File: config.mk
export PLATFORM = sky130hd
export DESIGN_NAME = serial_borrow_subtractor
export DESIGN_NICKNAME = d
export VERILOG_FILES = /design/src/rtl/serial_borrow_subtractor.sv
export SDC_FILE = /design/constraint.sdc
export NUM_CORES = 1
export LEC_CHECK = 0
export CAP_MARGIN = 10
export CORE_ASPECT_RATIO = 1.1
export CORE_MARGIN = 1.5
export CORE_UTILIZATION = 40
export CTS_CLUSTER_SIZE = 28
export DETAILED_ROUTE_END_ITERATION = 10
export GPL_ROUTABILITY_DRIVEN = 1
export PLACE_DENSITY = 0.64
export SYNTH_ARGS = -nofsm -noshare
export SYNTH_HDL_FRONTEND = slang
export SYNTH_SLANG_ARGS = --single-unit
File: constraint.sdc
create_clock -name iClk -period 7.77 [get_ports iClk]
set_input_delay 1.554 -clock iClk [delete_from_list [all_inputs] [get_ports iClk]]
set_output_delay 1.554 -clock iClk [all_outputs]
set_load 0.02 [all_outputs]
File: src/rtl/serial_borrow_subtractor.sv
// Multi-cycle unsigned subtractor: one SLICE_WIDTH slice per clock with a registered rippling borrow.
// Optional macro SUB_SIGNED_OVF_EN adds a registered signed-overflow flag (oOverflow).
module serial_borrow_subtractor #(
  parameter int OPERAND_WIDTH = 64,
  parameter int SLICE_WIDTH   = 16
) (
  input  logic                     iClk,
  input  logic                     iRst,
  input  logic [OPERAND_WIDTH-1:0] iA,
  input  logic [OPERAND_WIDTH-1:0] iB,
  input  logic                     iBorrow,
  input  logic                     iValid,
  output logic                     oReady,
  output logic [OPERAND_WIDTH-1:0] oDiff,
  output logic                     oBorrow,
  output logic                     oValid,
  input  logic                     iReady
`ifdef SUB_SIGNED_OVF_EN
  ,
  output logic                     oOverflow
`endif
);

  localparam int NSLICES = OPERAND_WIDTH / SLICE_WIDTH;
  localparam int CNT_W   = (NSLICES > 1) ? $clog2(NSLICES) : 1;
  localparam logic [CNT_W-1:0] LAST_CNT = CNT_W'(NSLICES - 1);

  generate
    if ((SLICE_WIDTH < 1) || (OPERAND_WIDTH % SLICE_WIDTH != 0)) begin : g_bad_width
      $error("OPERAND_WIDTH must be a positive integer multiple of SLICE_WIDTH");
    end
  endgenerate

  typedef enum logic [1:0] {
    IDLE = 2'd0,
    RUN  = 2'd1,
    DONE = 2'd2
  } state_t;

  state_t                   state_q, state_d;
  logic [CNT_W-1:0]         cnt_q, cnt_d;
  logic [OPERAND_WIDTH-1:0] a_q, a_d;
  logic [OPERAND_WIDTH-1:0] b_q, b_d;
  logic                     borrow_q, borrow_d;
  logic [OPERAND_WIDTH-1:0] diff_q, diff_d;
  logic                     borrow_out_q, borrow_out_d;
`ifdef SUB_SIGNED_OVF_EN
  logic                     ovf_q, ovf_d;
`endif

  logic [SLICE_WIDTH-1:0]   slice_a, slice_b, slice_diff;
  logic                     slice_borrow;
  int                       slice_base;

  // Current slice arithmetic: the extra MSB of the widened difference is the borrow-out.
  always_comb begin
    slice_base = int'(cnt_q) * SLICE_WIDTH;
    slice_a    = a_q[slice_base +: SLICE_WIDTH];
    slice_b    = b_q[slice_base +: SLICE_WIDTH];
    {slice_borrow, slice_diff} = {1'b0, slice_a} - {1'b0, slice_b}
                               - {{SLICE_WIDTH{1'b0}}, borrow_q};
  end

  // NOTE: every variable gets its hold value before the case so no path infers a latch.
  always_comb begin
    state_d      = state_q;
    cnt_d        = cnt_q;
    a_d          = a_q;
    b_d          = b_q;
    borrow_d     = borrow_q;
    diff_d       = diff_q;
    borrow_out_d = borrow_out_q;
`ifdef SUB_SIGNED_OVF_EN
    ovf_d        = ovf_q;
`endif
    unique case (state_q)
      IDLE: begin
        if (iValid) begin
          a_d      = iA;
          b_d      = iB;
          borrow_d = iBorrow;
          cnt_d    = '0;
          state_d  = RUN;
        end
      end
      RUN: begin
        diff_d[slice_base +: SLICE_WIDTH] = slice_diff;
        borrow_d = slice_borrow;
        cnt_d    = cnt_q + 1'b1;
        if (cnt_q == LAST_CNT) begin
          borrow_out_d = slice_borrow;
`ifdef SUB_SIGNED_OVF_EN
          // Top slice holds the result sign bit.
          ovf_d = (a_q[OPERAND_WIDTH-1] ^ b_q[OPERAND_WIDTH-1])
                & (slice_diff[SLICE_WIDTH-1] ^ a_q[OPERAND_WIDTH-1]);
`endif
          state_d = DONE;
        end
      end
      DONE: begin
        if (iReady) state_d = IDLE;
      end
      default: state_d = IDLE;
    endcase
  end

  // NOTE: state uses non-blocking assignments and every register, datapath included, is reset.
  always_ff @(posedge iClk) begin
    if (iRst) begin
      state_q      <= IDLE;
      cnt_q        <= '0;
      a_q          <= '0;
      b_q          <= '0;
      borrow_q     <= 1'b0;
      diff_q       <= '0;
      borrow_out_q <= 1'b0;
`ifdef SUB_SIGNED_OVF_EN
      ovf_q        <= 1'b0;
`endif
    end else begin
      state_q      <= state_d;
      cnt_q        <= cnt_d;
      a_q          <= a_d;
      b_q          <= b_d;
      borrow_q     <= borrow_d;
      diff_q       <= diff_d;
      borrow_out_q <= borrow_out_d;
`ifdef SUB_SIGNED_OVF_EN
      ovf_q        <= ovf_d;
`endif
    end
  end

  assign oReady  = (state_q == IDLE);
  assign oValid  = (state_q == DONE);
  assign oDiff   = diff_q;
  assign oBorrow = borrow_out_q;
`ifdef SUB_SIGNED_OVF_EN
  assign oOverflow = ovf_q;
`endif

endmodule
==> results.rst <==
.. list-table::
   :header-rows: 1

   * - Metric
     - Value
   * - Total count of hold-check failures in the final report
     - 0
   * - Remaining Overflow, GRT
     - 0
   * - Top cell by count, worst path
     - sky130_fd_sc_hd__ha_1
   * - Synthesized cell area
     - 8810 sq um
   * - Arrival time worst endpoint
     - 4.29 ns
   * - Final setup violation count
     - 0
   * - Worst-path maximum fanout
     - 34
   * - Routed wire length per instance
     - 16.2 microns
   * - Number of enable-type register cells in the synthesized netlist
     - 0
   * - Critical Path End
     - oDiff[29]$_SDFFE_PP0P_
   * - Combined global-route utilization of all metal layers
     - 21.1%
   * - WP buf/inv
     - 2
   * - Insertion delay to the later sink of the worst-skew pair
     - 0.44 ns
   * - Number of clock buffers inserted by TritonCTS
     - 17
   * - Critical path type
     - reg2reg
   * - Simple-gate share of the synthesized area
     - 17.5%
   * - Relative max-transition margin
     - 33.9%
   * - Violation count after the first detailed-routing iteration
     - 481
   * - Clock sink count
     - 198
   * - Count of max-cap constraint violations
     - 0
   * - Filler-free cell count of the finished design
     - 1485
   * - CTS Root Cell
     - sky130_fd_sc_hd__clkbuf_16
   * - Class of the most critical hold timing path
     - reg2reg
   * - Post-synthesis compound-gate area fraction
     - 17.9%
   * - Placeable Area
     - 21400 sq um
   * - Routed vias
     - 7649
   * - TritonCTS clock tree
     - yes
   * - Antenna diode count
     - 0
   * - Crit path max-delay family
     - compound AO/OA/AOI/OAI gates
   * - Number of iterations in the first detailed-routing pass
     - 5
   * - Total instance count after detailed placement
     - 1453
   * - Wire length on met1
     - 10.8 mm
   * - Share of the clock period used by the worst path
     - 51.5%
   * - Setup clock skew after layout
     - 0.0110 ns
   * - Maximum VDD drop
     - 186 uV
   * - Post-synthesis share of cell area spent on full adders, half adders and majority gates
     - 5.28%
   * - Number of setup buffers added after CTS
     - 0
   * - CP max stage cell
     - sky130_fd_sc_hd__mux4_2
   * - Startpoint type of the worst setup path
     - flop
   * - Overall routed net length
     - 24.0 mm
   * - Post-synthesis mux area share
     - 8.31%
   * - Top routing layer in use
     - met4
   * - Deepest clock path buffer count
     - 2
   * - I/O pin total
     - 200
   * - Met2 wire len
     - 11.6 mm
   * - Launching instance or port of the critical path
     - cnt_q[0]$_SDFFE_PP0P_
   * - Worst-case register-to-register setup slack
     - 3.76 ns
   * - Cells after synthesis
     - 1021
   * - Number of antenna violations at the first check in global routing
     - 0
   * - Distinct cell type count of the synthesized netlist
     - 55
   * - Synth area leader
     - sky130_fd_sc_hd__dfxtp_1
   * - Synth Area in XOR/XNOR
     - 0.895%
   * - Share of layout cells above drive strength 1
     - 7.62%
   * - Number of warning messages in the yosys log
     - 0
   * - CTS clk-pin slew, worst paths
     - 0.07 ns
   * - Number of global-route vias before repair
     - 7023
   * - Number of nets in the final layout
     - 1351
   * - Total count of max-transition violations in the final report
     - 0
   * - Reg2Reg Launch Point
     - cnt_q[0]$_SDFFE_PP0P_
   * - Endpoint of the most critical register-to-register path
     - oDiff[29]$_SDFFE_PP0P_
   * - Die Span X
     - 145 microns
   * - Post-detailed-placement half-perimeter wirelength
     - 17.4 mm
   * - Number of filler cells placed in the layout
     - 2066
   * - Share of Yosys cell area claimed by the top area cell type
     - 45.0%
   * - Pin count of the biggest net entering global routing
     - 100
   * - Worst reg-to-reg path cell count
     - 11
   * - Area growth from synthesis to layout
     - 31.0%
   * - Weighted congestion at the end of routability-driven global placement
     - 0.858
   * - Cell-by-cell listing of the critical path
     - buf_4 > mux4_2 > ha_1 > inv_1 > ha_1 > a21oi_1 > o21a_1 > a2bb2oi_1 > nor2_1 > a311oi_2 > a311oi_1
   * - Cells taking the most area after synthesis
     - sky130_fd_sc_hd__dfxtp_1 (45%), sky130_fd_sc_hd__nand2_1 (12%), sky130_fd_sc_hd__a21oi_1 (8.9%)
   * - Sequential fraction of the synthesis area
     - 45.0%
   * - Critical path endpoint category
     - flop
   * - # DRC
     - 0
   * - First-pass GRT wire length
     - 37.0 mm
   * - Maximum achievable frequency
     - 250 MHz
   * - Metal3 WL
     - 1.13 mm
   * - Final critical delay including setup and external delays
     - 4.01 ns
   * - Largest family of logic cells by synthesized area
     - compound AO/OA/AOI/OAI gates
   * - Resize count post-CTS
     - 0
   * - Post-CTS Hold Buffers
     - 0
   * - Ratio of routed vias to standard cells
     - 5.15
   * - Total area of multi-input combinational cells
     - 4410 sq um
   * - Residual antenna-violating net count after detailed routing
     - 0
   * - Post-Syn Area per Cell
     - 8.63 sq um
   * - Number of cells on the critical path
     - 11
   * - Post-synth ARST share
     - 0%
   * - Number of core rows
     - 56
   * - Die span in y
     - 159 microns
   * - Worst slew pin tran
     - 0.991 ns
   * - Net count after synthesis
     - 1190
   * - Full die area
     - 22900 sq um
   * - Register Area
     - 3970 sq um
   * - Setup repair after global routing missed its margin
     - false
   * - Starting Density
     - 41.1%
   * - Worst path max stage delay
     - 0.59 ns
   * - CP required
     - 8.06 ns
   * - Most frequently used flop master after synthesis
     - sky130_fd_sc_hd__dfxtp_1
   * - Total of buffers placed on input and output ports
     - 199
   * - Leakage component of the power
     - 0.00432 uW
   * - Result of the run
     - complete, no violations
   * - Pwr per Cell Area
     - 225 nW/um^2
   * - Synthesized flop and latch total
     - 198
   * - Total Negative Setup Slacks
     - 0 ns
   * - H-tree lvl count
     - 4
## cells in the mapped netlist, types with 3 or more instances
master	instances
sky130_fd_sc_hd__a311oi_1	4
sky130_fd_sc_hd__nor2b_1	5
sky130_fd_sc_hd__nand2_1	290
sky130_fd_sc_hd__buf_2	5
sky130_fd_sc_hd__buf_1	7
sky130_fd_sc_hd__a21oi_1	157
sky130_fd_sc_hd__inv_1	52
sky130_fd_sc_hd__a21o_1	5
sky130_fd_sc_hd__dfxtp_1	198
sky130_fd_sc_hd__nor3_1	5
sky130_fd_sc_hd__nor2_1	39
sky130_fd_sc_hd__ha_1	34
sky130_fd_sc_hd__xor2_1	4
sky130_fd_sc_hd__xnor2_1	5
sky130_fd_sc_hd__nor3_2	3
sky130_fd_sc_hd__o211ai_1	4
sky130_fd_sc_hd__o21ai_1	7
sky130_fd_sc_hd__a22oi_1	24
sky130_fd_sc_hd__clkbuf_1	51
sky130_fd_sc_hd__and2_1	4
sky130_fd_sc_hd__o21ai_0	8
sky130_fd_sc_hd__nand3_1	6
sky130_fd_sc_hd__nand2b_1	6
sky130_fd_sc_hd__mux4_2	31
sky130_fd_sc_hd__a22o_1	28
## through the flow
stage / total power [uW] / instance area [sq um] / hold slack, ns / setup slack, ns / util, %
2_1_floorplan: 1530 / 8810 / 0.433 / 4.06 / -
3_3_place_gp: 1760 / 11000 / 0.440 / 3.73 / 51.2
3_5_place_dp: 1760 / 11000 / 0.441 / 3.74 / 51.2
4_1_cts: 2620 / 11500 / 0.452 / 3.75 / 53.8
5_1_grt: 2720 / 11500 / 0.464 / 3.53 / 53.8
6_report: 2600 / 11500 / 0.449 / 3.76 / 53.8
## layer usage
layer / up-vias / GRT usage, %
met1: 3568 / 27.9
met3: 31 / 3.10
met2: 232 / 35.3
met4: 0 / 7.41
li1: 3818 / -
met5: - / 0
## layout make-up
cell class,instances,area share (%)
multi-input cells,706,38.2
well taps,290,3.14
clock inverters,15,1.20
clock buffers,17,3.69
inverters,53,1.72
repair buffers,206,17.7
flip-flops and latches,198,34.4
## registers in the layout, summed over array words and instances (netlist names)
signal and flops:
oDiff 64, borrow_q 1, state_q 2, cnt_q 2, b_q 64, oBorrow 1, a_q 64
## worst min path at each step
stage	depth (start not counted)	endpoint	from	slack, ns
after floorplan	2	a_q[27]$_SDFFE_PP0P_	a_q[27]$_SDFFE_PP0P_	0.43
after global placement	2	a_q[37]$_SDFFE_PP0P_	a_q[37]$_SDFFE_PP0P_	0.44
final	2	oDiff[59]$_SDFFE_PP0P_	oDiff[59]$_SDFFE_PP0P_	0.45
after CTS	2	oDiff[59]$_SDFFE_PP0P_	oDiff[59]$_SDFFE_PP0P_	0.45
after global routing	2	a_q[34]$_SDFFE_PP0P_	a_q[34]$_SDFFE_PP0P_	0.46
after detailed placement	2	oDiff[59]$_SDFFE_PP0P_	oDiff[59]$_SDFFE_PP0P_	0.44
## cells in the final DEF, fill, tap and decap left out, types with 6 or more instances in the layout
cell type / count
sky130_fd_sc_hd__ha_1: 34
sky130_fd_sc_hd__nor2_1: 39
sky130_fd_sc_hd__o21ai_0: 8
sky130_fd_sc_hd__inv_1: 52
sky130_fd_sc_hd__a21oi_1: 157
sky130_fd_sc_hd__a22o_1: 28
sky130_fd_sc_hd__nand2_1: 289
sky130_fd_sc_hd__mux4_2: 31
sky130_fd_sc_hd__nand3_1: 6
sky130_fd_sc_hd__clkdlybuf4s50_1: 198
sky130_fd_sc_hd__buf_4: 8
sky130_fd_sc_hd__clkbuf_16: 17
sky130_fd_sc_hd__a22oi_1: 24
sky130_fd_sc_hd__nand2b_1: 6
sky130_fd_sc_hd__o21ai_1: 7
sky130_fd_sc_hd__dfxtp_1: 196
## power breakdown
| part | internal, uW | switching, uW |
|---|---|---|
| registers | 1070 | 29.1 |
| clock network | 426 | 431 |
| logic | 256 | 386 |
## kinds of logic (layout without fill, tap and decap cells)
| kind of cell | count (synthesis) | after routing |
|---|---|---|
| compound gates | 256 | 256 |
| xor+xnor | 9 | 9 |
| fa+ha+maj | 36 | 36 |
| buf+inv | 117 | 291 |
| flops | 198 | 198 |
| mux | 34 | 34 |
| simple gates | 371 | 371 |
## tightest hold or removal path: stages (launching register included)
cell and delay (ns):
sky130_fd_sc_hd__dfxtp_1 0.31, sky130_fd_sc_hd__nand2_1 0.05, sky130_fd_sc_hd__o21ai_1 0.05
No activity file was read; power rests on OpenSTA's default activity.
